==> config.mk <==
export PLATFORM = sky130hd
export DESIGN_NAME = fp_div_sqrt_arbiter_flat
export DESIGN_NICKNAME = d
export VERILOG_FILES = /design/src/rtl/fp_div_sqrt_arbiter_if.sv /design/src/rtl/fp_div_sqrt_arbiter.sv /design/src/flat_wrapper.sv
export SDC_FILE = /design/constraint.sdc
export NUM_CORES = 1
export LEC_CHECK = 0
export CAP_MARGIN = 40
export CORE_UTILIZATION = 35
export CTS_CLUSTER_SIZE = 40
export DETAILED_ROUTE_END_ITERATION = 7
export GPL_ROUTABILITY_DRIVEN = 0
export PLACE_DENSITY_LB_ADDON = 0.08
export REMOVE_ABC_BUFFERS = 1
export SLEW_MARGIN = 20
export SYNTH_ARGS = -nofsm -noshare
export SYNTH_HDL_FRONTEND = slang
export SYNTH_SLANG_ARGS = --single-unit
==> constraint.sdc <==
create_clock -name clk -period 1.15 [get_ports clk]
set_input_delay 0.1725 -clock clk [delete_from_list [all_inputs] [get_ports clk]]
set_output_delay 0.1725 -clock clk [all_outputs]
set_load 0.02 [all_outputs]
==> src/rtl/fp_div_sqrt_arbiter_if.sv <==
// Request, unit and writeback signals between the FP lanes, the shared
// div/sqrt unit and the FP register-write stage.
interface fp_div_sqrt_arbiter_if #(
    parameter int unsigned FP_ISSUE_WIDTH = 2,
    parameter int unsigned LANE_W         = 1,
    parameter int unsigned TAG_W          = 7
);
    logic [FP_ISSUE_WIDTH-1:0]       req_valid;
    logic [FP_ISSUE_WIDTH-1:0]       req_is_sqrt;
    logic [FP_ISSUE_WIDTH*TAG_W-1:0] req_tag;
    logic [FP_ISSUE_WIDTH-1:0]       req_grant;
    logic                            busy;
    logic                            unit_start;
    logic                            unit_is_sqrt;
    logic                            unit_done;
    logic                            wb_valid;
    logic [LANE_W-1:0]               wb_lane;
    logic [TAG_W-1:0]                wb_tag;
    logic                            wb_ready;
    logic                            flush;
    logic                            wdog_err;

    modport slave (
        input  req_valid, req_is_sqrt, req_tag, unit_done, wb_ready, flush,
        output req_grant, busy, unit_start, unit_is_sqrt, wb_valid, wb_lane, wb_tag, wdog_err
    );

    modport master (
        output req_valid, req_is_sqrt, req_tag, unit_done, wb_ready, flush,
        input  req_grant, busy, unit_start, unit_is_sqrt, wb_valid, wb_lane, wb_tag, wdog_err
    );
endinterface

==> src/rtl/fp_div_sqrt_arbiter.sv <==
// Round-robin arbiter sharing one iterative FP div/sqrt unit among the FP lanes.
// Optional BUSY/DRAIN watchdog: define RSD_FP_DIV_ARB_WATCHDOG_EN.
module fp_div_sqrt_arbiter #(
    parameter int unsigned FP_ISSUE_WIDTH = 2,
    parameter int unsigned LANE_W         = (FP_ISSUE_WIDTH > 1) ? $clog2(FP_ISSUE_WIDTH) : 1,
    parameter int unsigned TAG_W          = 7,
    parameter int unsigned WDOG_LIMIT     = 63
) (
    input  logic                 clk,
    input  logic                 rst,
    fp_div_sqrt_arbiter_if.slave bus
);

    typedef enum logic [2:0] {
        S_IDLE  = 3'd0,
        S_START = 3'd1,
        S_BUSY  = 3'd2,
        S_DONE  = 3'd3,
        S_DRAIN = 3'd4
    } state_e;

    state_e               state_q, state_d;
    logic [LANE_W-1:0]    rr_ptr_q, rr_ptr_d;
    logic [LANE_W-1:0]    lane_q, lane_d;
    logic [TAG_W-1:0]     tag_q, tag_d;
    logic                 op_q, op_d;

    logic                      pick_found;
    logic [LANE_W-1:0]         pick_lane;
    logic [LANE_W-1:0]         scan_idx;
    logic [TAG_W-1:0]          pick_tag;
    logic                      pick_sqrt;
    logic [FP_ISSUE_WIDTH-1:0] pick_onehot;
    logic                      grant_en;

    logic [FP_ISSUE_WIDTH-1:0] req_grant;
    logic                      busy;
    logic                      unit_start;
    logic                      unit_is_sqrt;
    logic                      wb_valid;

    if (WDOG_LIMIT == 0 || WDOG_LIMIT > 63) begin : g_bad_wdog_limit
        $error("WDOG_LIMIT must fit the 6-bit watchdog counter");
    end

    // First requesting lane scanning upward from rr_ptr, wrapping around.
    always_comb begin : rr_scan
        pick_found = 1'b0;
        pick_lane  = '0;
        scan_idx   = '0;
        for (int unsigned k = 0; k < FP_ISSUE_WIDTH; k++) begin
            scan_idx = LANE_W'((32'(rr_ptr_q) + k) % FP_ISSUE_WIDTH);
            if (!pick_found && bus.req_valid[scan_idx]) begin
                pick_found = 1'b1;
                pick_lane  = scan_idx;
            end
        end
    end

    always_comb begin : pick_data
        pick_tag    = '0;
        pick_sqrt   = 1'b0;
        pick_onehot = '0;
        for (int unsigned j = 0; j < FP_ISSUE_WIDTH; j++) begin
            if (pick_lane == LANE_W'(j)) begin
                pick_tag       = bus.req_tag[j*TAG_W +: TAG_W];
                pick_sqrt      = bus.req_is_sqrt[j];
                pick_onehot[j] = 1'b1;
            end
        end
        grant_en = (state_q == S_IDLE) && !bus.flush && pick_found;
    end

    always_ff @(posedge clk or posedge rst) begin : state_reg
        if (rst) begin
            state_q  <= S_IDLE;
            rr_ptr_q <= '0;
            lane_q   <= '0;
            tag_q    <= '0;
            op_q     <= 1'b0;
        end else begin
            state_q  <= state_d;
            rr_ptr_q <= rr_ptr_d;
            lane_q   <= lane_d;
            tag_q    <= tag_d;
            op_q     <= op_d;
        end
    end

    // unit_done outside BUSY/DRAIN is a protocol violation and is ignored.
    always_comb begin : next_state
        state_d  = state_q;
        rr_ptr_d = rr_ptr_q;
        lane_d   = lane_q;
        tag_d    = tag_q;
        op_d     = op_q;
        unique case (state_q)
            S_IDLE: begin
                if (grant_en) begin
                    state_d = S_START;
                    lane_d  = pick_lane;
                    tag_d   = pick_tag;
                    op_d    = pick_sqrt;
                end
            end
            S_START: state_d = bus.flush ? S_DRAIN : S_BUSY;
            S_BUSY: begin
                if (bus.unit_done) begin
                    state_d = bus.flush ? S_IDLE : S_DONE;
                end else if (bus.flush) begin
                    state_d = S_DRAIN;
                end
            end
            S_DONE: begin
                if (bus.flush) begin
                    state_d = S_IDLE;
                end else if (bus.wb_ready) begin
                    state_d  = S_IDLE;
                    rr_ptr_d = (lane_q == LANE_W'(FP_ISSUE_WIDTH - 1)) ? '0 : lane_q + LANE_W'(1);
                end
            end
            S_DRAIN: begin
                if (bus.unit_done) begin
                    state_d = S_IDLE;
                end
            end
            default: state_d = S_IDLE;
        endcase
    end

    always_comb begin : outputs
        req_grant    = '0;
        busy         = 1'b0;
        unit_start   = 1'b0;
        unit_is_sqrt = 1'b0;
        wb_valid     = 1'b0;
        if (grant_en) begin
            req_grant = pick_onehot;
        end
        busy         = (state_q != S_IDLE);
        unit_start   = (state_q == S_START);
        unit_is_sqrt = (state_q != S_IDLE) && op_q;
        wb_valid     = (state_q == S_DONE);
    end

    assign bus.req_grant    = req_grant;
    assign bus.busy         = busy;
    assign bus.unit_start   = unit_start;
    assign bus.unit_is_sqrt = unit_is_sqrt;
    assign bus.wb_valid     = wb_valid;
    assign bus.wb_lane      = lane_q;
    assign bus.wb_tag       = tag_q;

`ifdef RSD_FP_DIV_ARB_WATCHDOG_EN
    localparam int unsigned WDOG_W = 6;

    logic [WDOG_W-1:0] wdog_cnt_q, wdog_cnt_d;
    logic              wdog_err_q, wdog_err_d;
    logic              wdog_waiting;
    logic              wdog_entering;

    // Counts cycles spent waiting on the unit; error is sticky until reset.
    always_comb begin : wdog_next
        wdog_waiting  = (state_q == S_BUSY) || (state_q == S_DRAIN);
        wdog_entering = (state_d != state_q) && ((state_d == S_BUSY) || (state_d == S_DRAIN));
        wdog_cnt_d    = wdog_cnt_q;
        wdog_err_d    = wdog_err_q || (wdog_waiting && (wdog_cnt_q == WDOG_W'(WDOG_LIMIT)));
        if (wdog_entering) begin
            wdog_cnt_d = '0;
        end else if (wdog_waiting && (wdog_cnt_q != WDOG_W'(WDOG_LIMIT))) begin
            wdog_cnt_d = wdog_cnt_q + WDOG_W'(1);
        end
    end

    always_ff @(posedge clk or posedge rst) begin : wdog_reg
        if (rst) begin
            wdog_cnt_q <= '0;
            wdog_err_q <= 1'b0;
        end else begin
            wdog_cnt_q <= wdog_cnt_d;
            wdog_err_q <= wdog_err_d;
        end
    end

    assign bus.wdog_err = wdog_err_q;
`else
    assign bus.wdog_err = 1'b0;
`endif

endmodule

==> src/flat_wrapper.sv <==
// flat-port wrapper written by rule: the top's interface ports become plain ports
module fp_div_sqrt_arbiter_flat 
#(
    parameter int unsigned FP_ISSUE_WIDTH = 2,
    parameter int unsigned LANE_W         = (FP_ISSUE_WIDTH > 1) ? $clog2(FP_ISSUE_WIDTH) : 1,
    parameter int unsigned TAG_W          = 7,
    parameter int unsigned WDOG_LIMIT     = 63
)
  (clk, rst, bus_req_valid, bus_req_is_sqrt, bus_req_tag, bus_unit_done, bus_wb_ready, bus_flush, bus_req_grant, bus_busy, bus_unit_start, bus_unit_is_sqrt, bus_wb_valid, bus_wb_lane, bus_wb_tag, bus_wdog_err);
  fp_div_sqrt_arbiter_if #(.FP_ISSUE_WIDTH(FP_ISSUE_WIDTH), .LANE_W(LANE_W), .TAG_W(TAG_W)) bus_i ();
  input  logic clk;
  input  logic rst;
  input wire logic [$bits(bus_i.req_valid)-1:0] bus_req_valid;
  input wire logic [$bits(bus_i.req_is_sqrt)-1:0] bus_req_is_sqrt;
  input wire logic [$bits(bus_i.req_tag)-1:0] bus_req_tag;
  input wire logic [$bits(bus_i.unit_done)-1:0] bus_unit_done;
  input wire logic [$bits(bus_i.wb_ready)-1:0] bus_wb_ready;
  input wire logic [$bits(bus_i.flush)-1:0] bus_flush;
  output wire logic [$bits(bus_i.req_grant)-1:0] bus_req_grant;
  output wire logic [$bits(bus_i.busy)-1:0] bus_busy;
  output wire logic [$bits(bus_i.unit_start)-1:0] bus_unit_start;
  output wire logic [$bits(bus_i.unit_is_sqrt)-1:0] bus_unit_is_sqrt;
  output wire logic [$bits(bus_i.wb_valid)-1:0] bus_wb_valid;
  output wire logic [$bits(bus_i.wb_lane)-1:0] bus_wb_lane;
  output wire logic [$bits(bus_i.wb_tag)-1:0] bus_wb_tag;
  output wire logic [$bits(bus_i.wdog_err)-1:0] bus_wdog_err;
  assign bus_i.req_valid = bus_req_valid;
  assign bus_i.req_is_sqrt = bus_req_is_sqrt;
  assign bus_i.req_tag = bus_req_tag;
  assign bus_i.unit_done = bus_unit_done;
  assign bus_i.wb_ready = bus_wb_ready;
  assign bus_i.flush = bus_flush;
  assign bus_req_grant = bus_i.req_grant;
  assign bus_busy = bus_i.busy;
  assign bus_unit_start = bus_i.unit_start;
  assign bus_unit_is_sqrt = bus_i.unit_is_sqrt;
  assign bus_wb_valid = bus_i.wb_valid;
  assign bus_wb_lane = bus_i.wb_lane;
  assign bus_wb_tag = bus_i.wb_tag;
  assign bus_wdog_err = bus_i.wdog_err;
  fp_div_sqrt_arbiter #(.FP_ISSUE_WIDTH(FP_ISSUE_WIDTH), .LANE_W(LANE_W), .TAG_W(TAG_W), .WDOG_LIMIT(WDOG_LIMIT)) u_core (.clk(clk), .rst(rst), .bus(bus_i));
endmodule
### Word-level counts from Yosys, hierarchy flattened

Index checks and enable logic that the tools add are counted.

| storage, ports and cells | value |
|---|---|
| register bits after elaboration | 13 |
| bits in latches | 0 |
| bits in writable memories | 0 |
| memory bits (read-only) | 0 |
| input bits | 23 |
| word-level logic and storage cells | 52 |
| memories | 0 |

| operators by class | value |
|---|---|
| add/subtract/negate cells | 2 |
| multiply operators | 0 |
| div/mod/pow operators | 0 |
| $lt $le $gt $ge | 2 |
| equality and inequality tests | 8 |
| shifts and indexed selects | 0 |
| multiplexer cells | 23 |
| bitwise gates (word level) | 1 |
| reductions and logical operators | 11 |

Operators with widths:

| cell | number |
|---|---|
| $mux W3 | 7 |
| $pmux W3 S5 | 1 |
| $mux W1 | 12 |
| $mux W7 | 1 |
| $eq A3 B2 Y1 const B | 2 |
| $ne A3 B3 Y1 const B | 2 |
| $logic_and A1 B1 Y1 | 4 |
| $lt A1 B2 Y1 const B | 2 |
| $mux W2 | 2 |
| $reduce_and A4 Y1 | 1 |
| $eq A3 B1 Y1 const B | 1 |
| $eq A3 B3 Y1 const B | 1 |
| $logic_not A3 Y1 | 1 |
| $reduce_and A3 Y1 | 1 |
| $reduce_bool A3 Y1 | 1 |
| $add A1 B1 Y1 const B | 2 |
| $logic_not A1 Y1 | 2 |
| $ne A2 B1 Y1 const B | 1 |
| $ne A2 B2 Y1 const B | 1 |
| $reduce_and A2 Y1 | 1 |
| $not A1 Y1 | 1 |

### Longest topological paths before layout

| depth | value |
|---|---|
| depth after elaboration | 9 |
| depth in mapped cells | 5 |

### Least setup slack after synthesis

OpenSTA, ideal clock, no wires.

| path | value |
|---|---|
| kind | reg2out |
| start | register u_core.state_q[1] |
| end | output port bus_req_grant[0] |
| data arrival time | 1336 ps |
| required time | 978 ps |
| setup slack | -359 ps |
| cell stages (with the launch flop) | 6 |
| path buffers | 2 |
| path through | dfrtp_1 -> buf_6 -> nor4_4 -> buf_6 -> nand2_1 -> a21oi_1 |

| on the way | value |
|---|---|
| cells in the longest elaborated chain, start to end | 4 |

Ends and longest elaborated chain:

| item | line | source |
|---|---|---|
| start: declaration | fp_div_sqrt_arbiter.sv:22 | `state_e state_q, state_d;` |
| start signal: assignment | fp_div_sqrt_arbiter.sv:82 | `state_q <= state_d;` |
| $logic_not A3 Y1 | fp_div_sqrt_arbiter.sv:71 | `grant_en = (state_q == S_IDLE) && !bus.flush && pick_found;` |
| $logic_and A1 B1 Y1 (2 in a row) | fp_div_sqrt_arbiter.sv:71 |  |
| $mux W2 | fp_div_sqrt_arbiter.sv:137 | `if (grant_en) begin` |
| end: declaration | flat_wrapper.sv:19 | `output wire logic [$bits(bus_i.req_grant)-1:0] bus_req_grant;` |

No other way between the ends.

### Final worst setup path

| path | value |
|---|---|
| start | register u_core.state_q[0] |
| end | output port bus_unit_is_sqrt |

| on the way | value |
|---|---|
| cells in the longest elaborated chain, start to end | 2 |

Ends and longest elaborated chain:

| item | line | source |
|---|---|---|
| $reduce_bool A3 Y1 | fp_div_sqrt_arbiter.sv:142 | `unit_is_sqrt = (state_q != S_IDLE) && op_q;` |
| $logic_and A1 B1 Y1 | fp_div_sqrt_arbiter.sv:142 |  |
| end: declaration | flat_wrapper.sv:22 | `output wire logic [$bits(bus_i.unit_is_sqrt)-1:0] bus_unit_is_sqrt;` |

No other way between the ends.

==> impl_metrics.env <==
export IMPL_outcome="finished, violations left"
export IMPL_violations="negative setup slack"
export IMPL_core_area_um2=2020
export IMPL_netlist_area_leader_share_pct=41.6
export IMPL_fin_util_pct=67.8
export IMPL_synth_top_family_by_area="compound AO/OA/AOI/OAI gates"
export IMPL_min_path_type="in -> async"
export IMPL_cts_buffers=3
export IMPL_dp_slack_ns=-0.712
export IMPL_io_pins=38
export IMPL_crit_fanout=3
export IMPL_critPathSlowestCell="dfrtp_1"
export IMPL_drtAntennaViolNets=0
export IMPL_finalWorstSetupSlack_ns=-0.429
export IMPL_clock_insertion_delay_worst_skew_ns=0.28
export IMPL_reg2reg_from="u_core.state_q[2]"
export IMPL_root_buffer="clkbuf_4"
export IMPL_synth_edf_count=0
export IMPL_drt_iter0_drc=14
export IMPL_crit_chain="or3_4 -> and2_1 -> buf_2"
export IMPL_grt_overflow=0
export IMPL_die_area_um2=2430
export IMPL_fin_crit_sh_pct=137
export IMPL_synth_fa_ha_area_share_pct=0
export IMPL_worstSetupPathType="reg -> out"
export IMPL_synth_main_ff_cell="dfrtp_1"
export IMPL_met3_usage_pct=3.43
export IMPL_hold_viol_final=0
export IMPL_initial_core_util_pct=38.7
export IMPL_drt_first_pass_iters=4
export IMPL_cts_path_max_buffers=2
export IMPL_finalSetupTns_ns=-3.95
export IMPL_die_w_um=49.3
export IMPL_synth_common_cells="13 x dfrtp_1, 12 x o21ai_0, 10 x a21oi_1"
export IMPL_rows=16
export IMPL_slowest_delay_ns=0.42
export IMPL_antenna_found_initial=0
export IMPL_drv_cap=0
export IMPL_drcViolationCount=0
export IMPL_max_freq_mhz=633
export IMPL_yosysTopAreaCell="dfrtp_1"
export IMPL_ys_seq_area_share_pct=41.6
export IMPL_leakagePower_uw=0.000594
export IMPL_use_met2_pct=32.2
export IMPL_detailed_place_hpwl_um=1500
export IMPL_via_count=861
export IMPL_use_met1_pct=26.4
export IMPL_die_y_um=49.3
export IMPL_synth_warnings=0
export IMPL_setup_viol=18
export IMPL_ys_top_cells_by_area="dfrtp_1 42%, o21ai_0 7.7%, a31oi_1 7.2%"
export IMPL_synth_xor_area_share_pct=0
export IMPL_wire_per_inst_um=13.3
export IMPL_synth_compound_area_share_pct=24.3
export IMPL_yosysMostFrequentCell="dfrtp_1"
export IMPL_p_total_uw=3120
export IMPL_grt_usage_pct=20.0
export IMPL_required_ns=0.98
export IMPL_syn_area_um2=782
export IMPL_fin_nets=167
export IMPL_arrival_ns=1.41
export IMPL_grt_pass1_wl_um=3670
export IMPL_clock_skew_ns=0.00293
export IMPL_syn_inst=88
export IMPL_synth_async_reset_ratio_pct=100
export IMPL_synth_area_per_cell_um2=8.89
export IMPL_synth_simple_gate_area_share_pct=22.7
export IMPL_reg2reg_to="u_core.state_q[2]"
export IMPL_wl_um=2250
export IMPL_busiest_layer="met2"
export IMPL_rsz0062_at_grt="true"
export IMPL_htreeDepth=1
export IMPL_yosys_mux_area_fraction_pct=1.44
export IMPL_routed_via_density=5.06
export IMPL_syn_to_final_growth_pct=75.2
export IMPL_layout_min_cycle_time_ns=1.58
export IMPL_grt_pass1_vias=807
export IMPL_ys_ff_latch=13
export IMPL_cts_tree="done"
export IMPL_p_per_area_nw_per_um2=2280
export IMPL_maxSlewViolCount=0
export IMPL_num_antenna_cells=0
export IMPL_r2r_worst_path_cells=5
export IMPL_start_kind="flip-flop"
export IMPL_clock_sinks=13
export IMPL_ff2ff_setup_slack_ns=-0.22
export IMPL_port_buffer_count=36
export IMPL_ys_types=28
export IMPL_path_clk_slew_ns=0.09
export IMPL_cp_end_kind="primary output"
export IMPL_worst_hold_slack_ns=0.184
export IMPL_peakVddDrop_v=0.00158
export IMPL_drive_above_1_share_pct=39.2
export IMPL_grt_max_degree=14
[cells by family (layout without fill, tap and decap cells)]
logic type | after synthesis | after routing
AOI/OAI and AO/OA | 34 | 34
and+or+nand+nor | 28 | 28
DFF | 13 | 13
buffers and inverters | 11 | 66
other | 1 | 1
muxes | 1 | 1
[how the worst max path moves through the flow]
stage	start	to	slack [ns]
finish	u_core.state_q[0]	bus_unit_is_sqrt	-0.43
global route	u_core.state_q[0]	bus_req_grant[0]	-0.51
CTS	u_core.state_q[0]	bus_req_grant[0]	-0.45
detailed placement	bus_flush	bus_req_grant[0]	-0.71
global placement	bus_flush	bus_req_grant[0]	-0.70
floorplan	u_core.state_q[1]	bus_req_grant[0]	-0.44
[where the power goes]
group	total, µW	switching, µW	leakage (µW)	internal [µW]
registers	815	146	0.000152	669
logic	2010	979	0.000427	1040
clock network	292	158	0.0000150	134
[layer usage]
metal | up-vias | part of all wire, %
met5 | - | 0
met4 | 0 | 1.0
met3 | 4 | 5.9
met2 | 37 | 46
met1 | 396 | 47
li1 | 424 | -
[through the flow]
stage | instance area [µm²] | instances
final | 1370 | 170
after global routing | 1370 | 170
after CTS | 1330 | 168
after detailed placement | 1230 | 158
after global placement | 1230 | 158
after floorplan | 719 | 80
[registers in the layout (all words and copies together), names as in the netlist]
signal,count
u_core.bus.wb_tag,7
u_core.rr_ptr_q,1
u_core.bus.wb_lane,1
u_core.op_q,1
u_core.state_q,3
[final cells by class]
cell class | instances | area (µm²)
Timing Repair Buffer | 59 | 522
Inverter | 3 | 11.3
Multi-Input combinational cell | 64 | 450
Fill cell | 177 | 652
Clock buffer | 4 | 26.3
Tap cell | 27 | 33.8
Sequential cell | 13 | 327
[repair_timing]
| action | in CTS | in global routing |
|---|---|---|
| setup endpoints to repair | 25 | 25 |
| pin swaps | 7 | 5 |
| setup buffers | 6 | 4 |
| hold buffers | 0 | 0 |
| gates resized for setup | 59 | 25 |
[placed cells by master, fill, tap and decap left out, types with 7 or more instances in the layout]
cell	count
clkbuf_2	7
a21oi_1	7
nand3_1	8
o21ai_0	10
buf_4	18
a31oi_1	8
dfrtp_1	12
clkdlybuf4s50_1	22
buf_6	9
[critical path: cells and delay by family, from the launching register on]
kind / cells / cell delay [ns]
buffers and inverters: 1 / 0.15
DFF: 1 / 0.42
and+or+nand+nor: 2 / 0.56
Power figures use the tool's default switching activity.
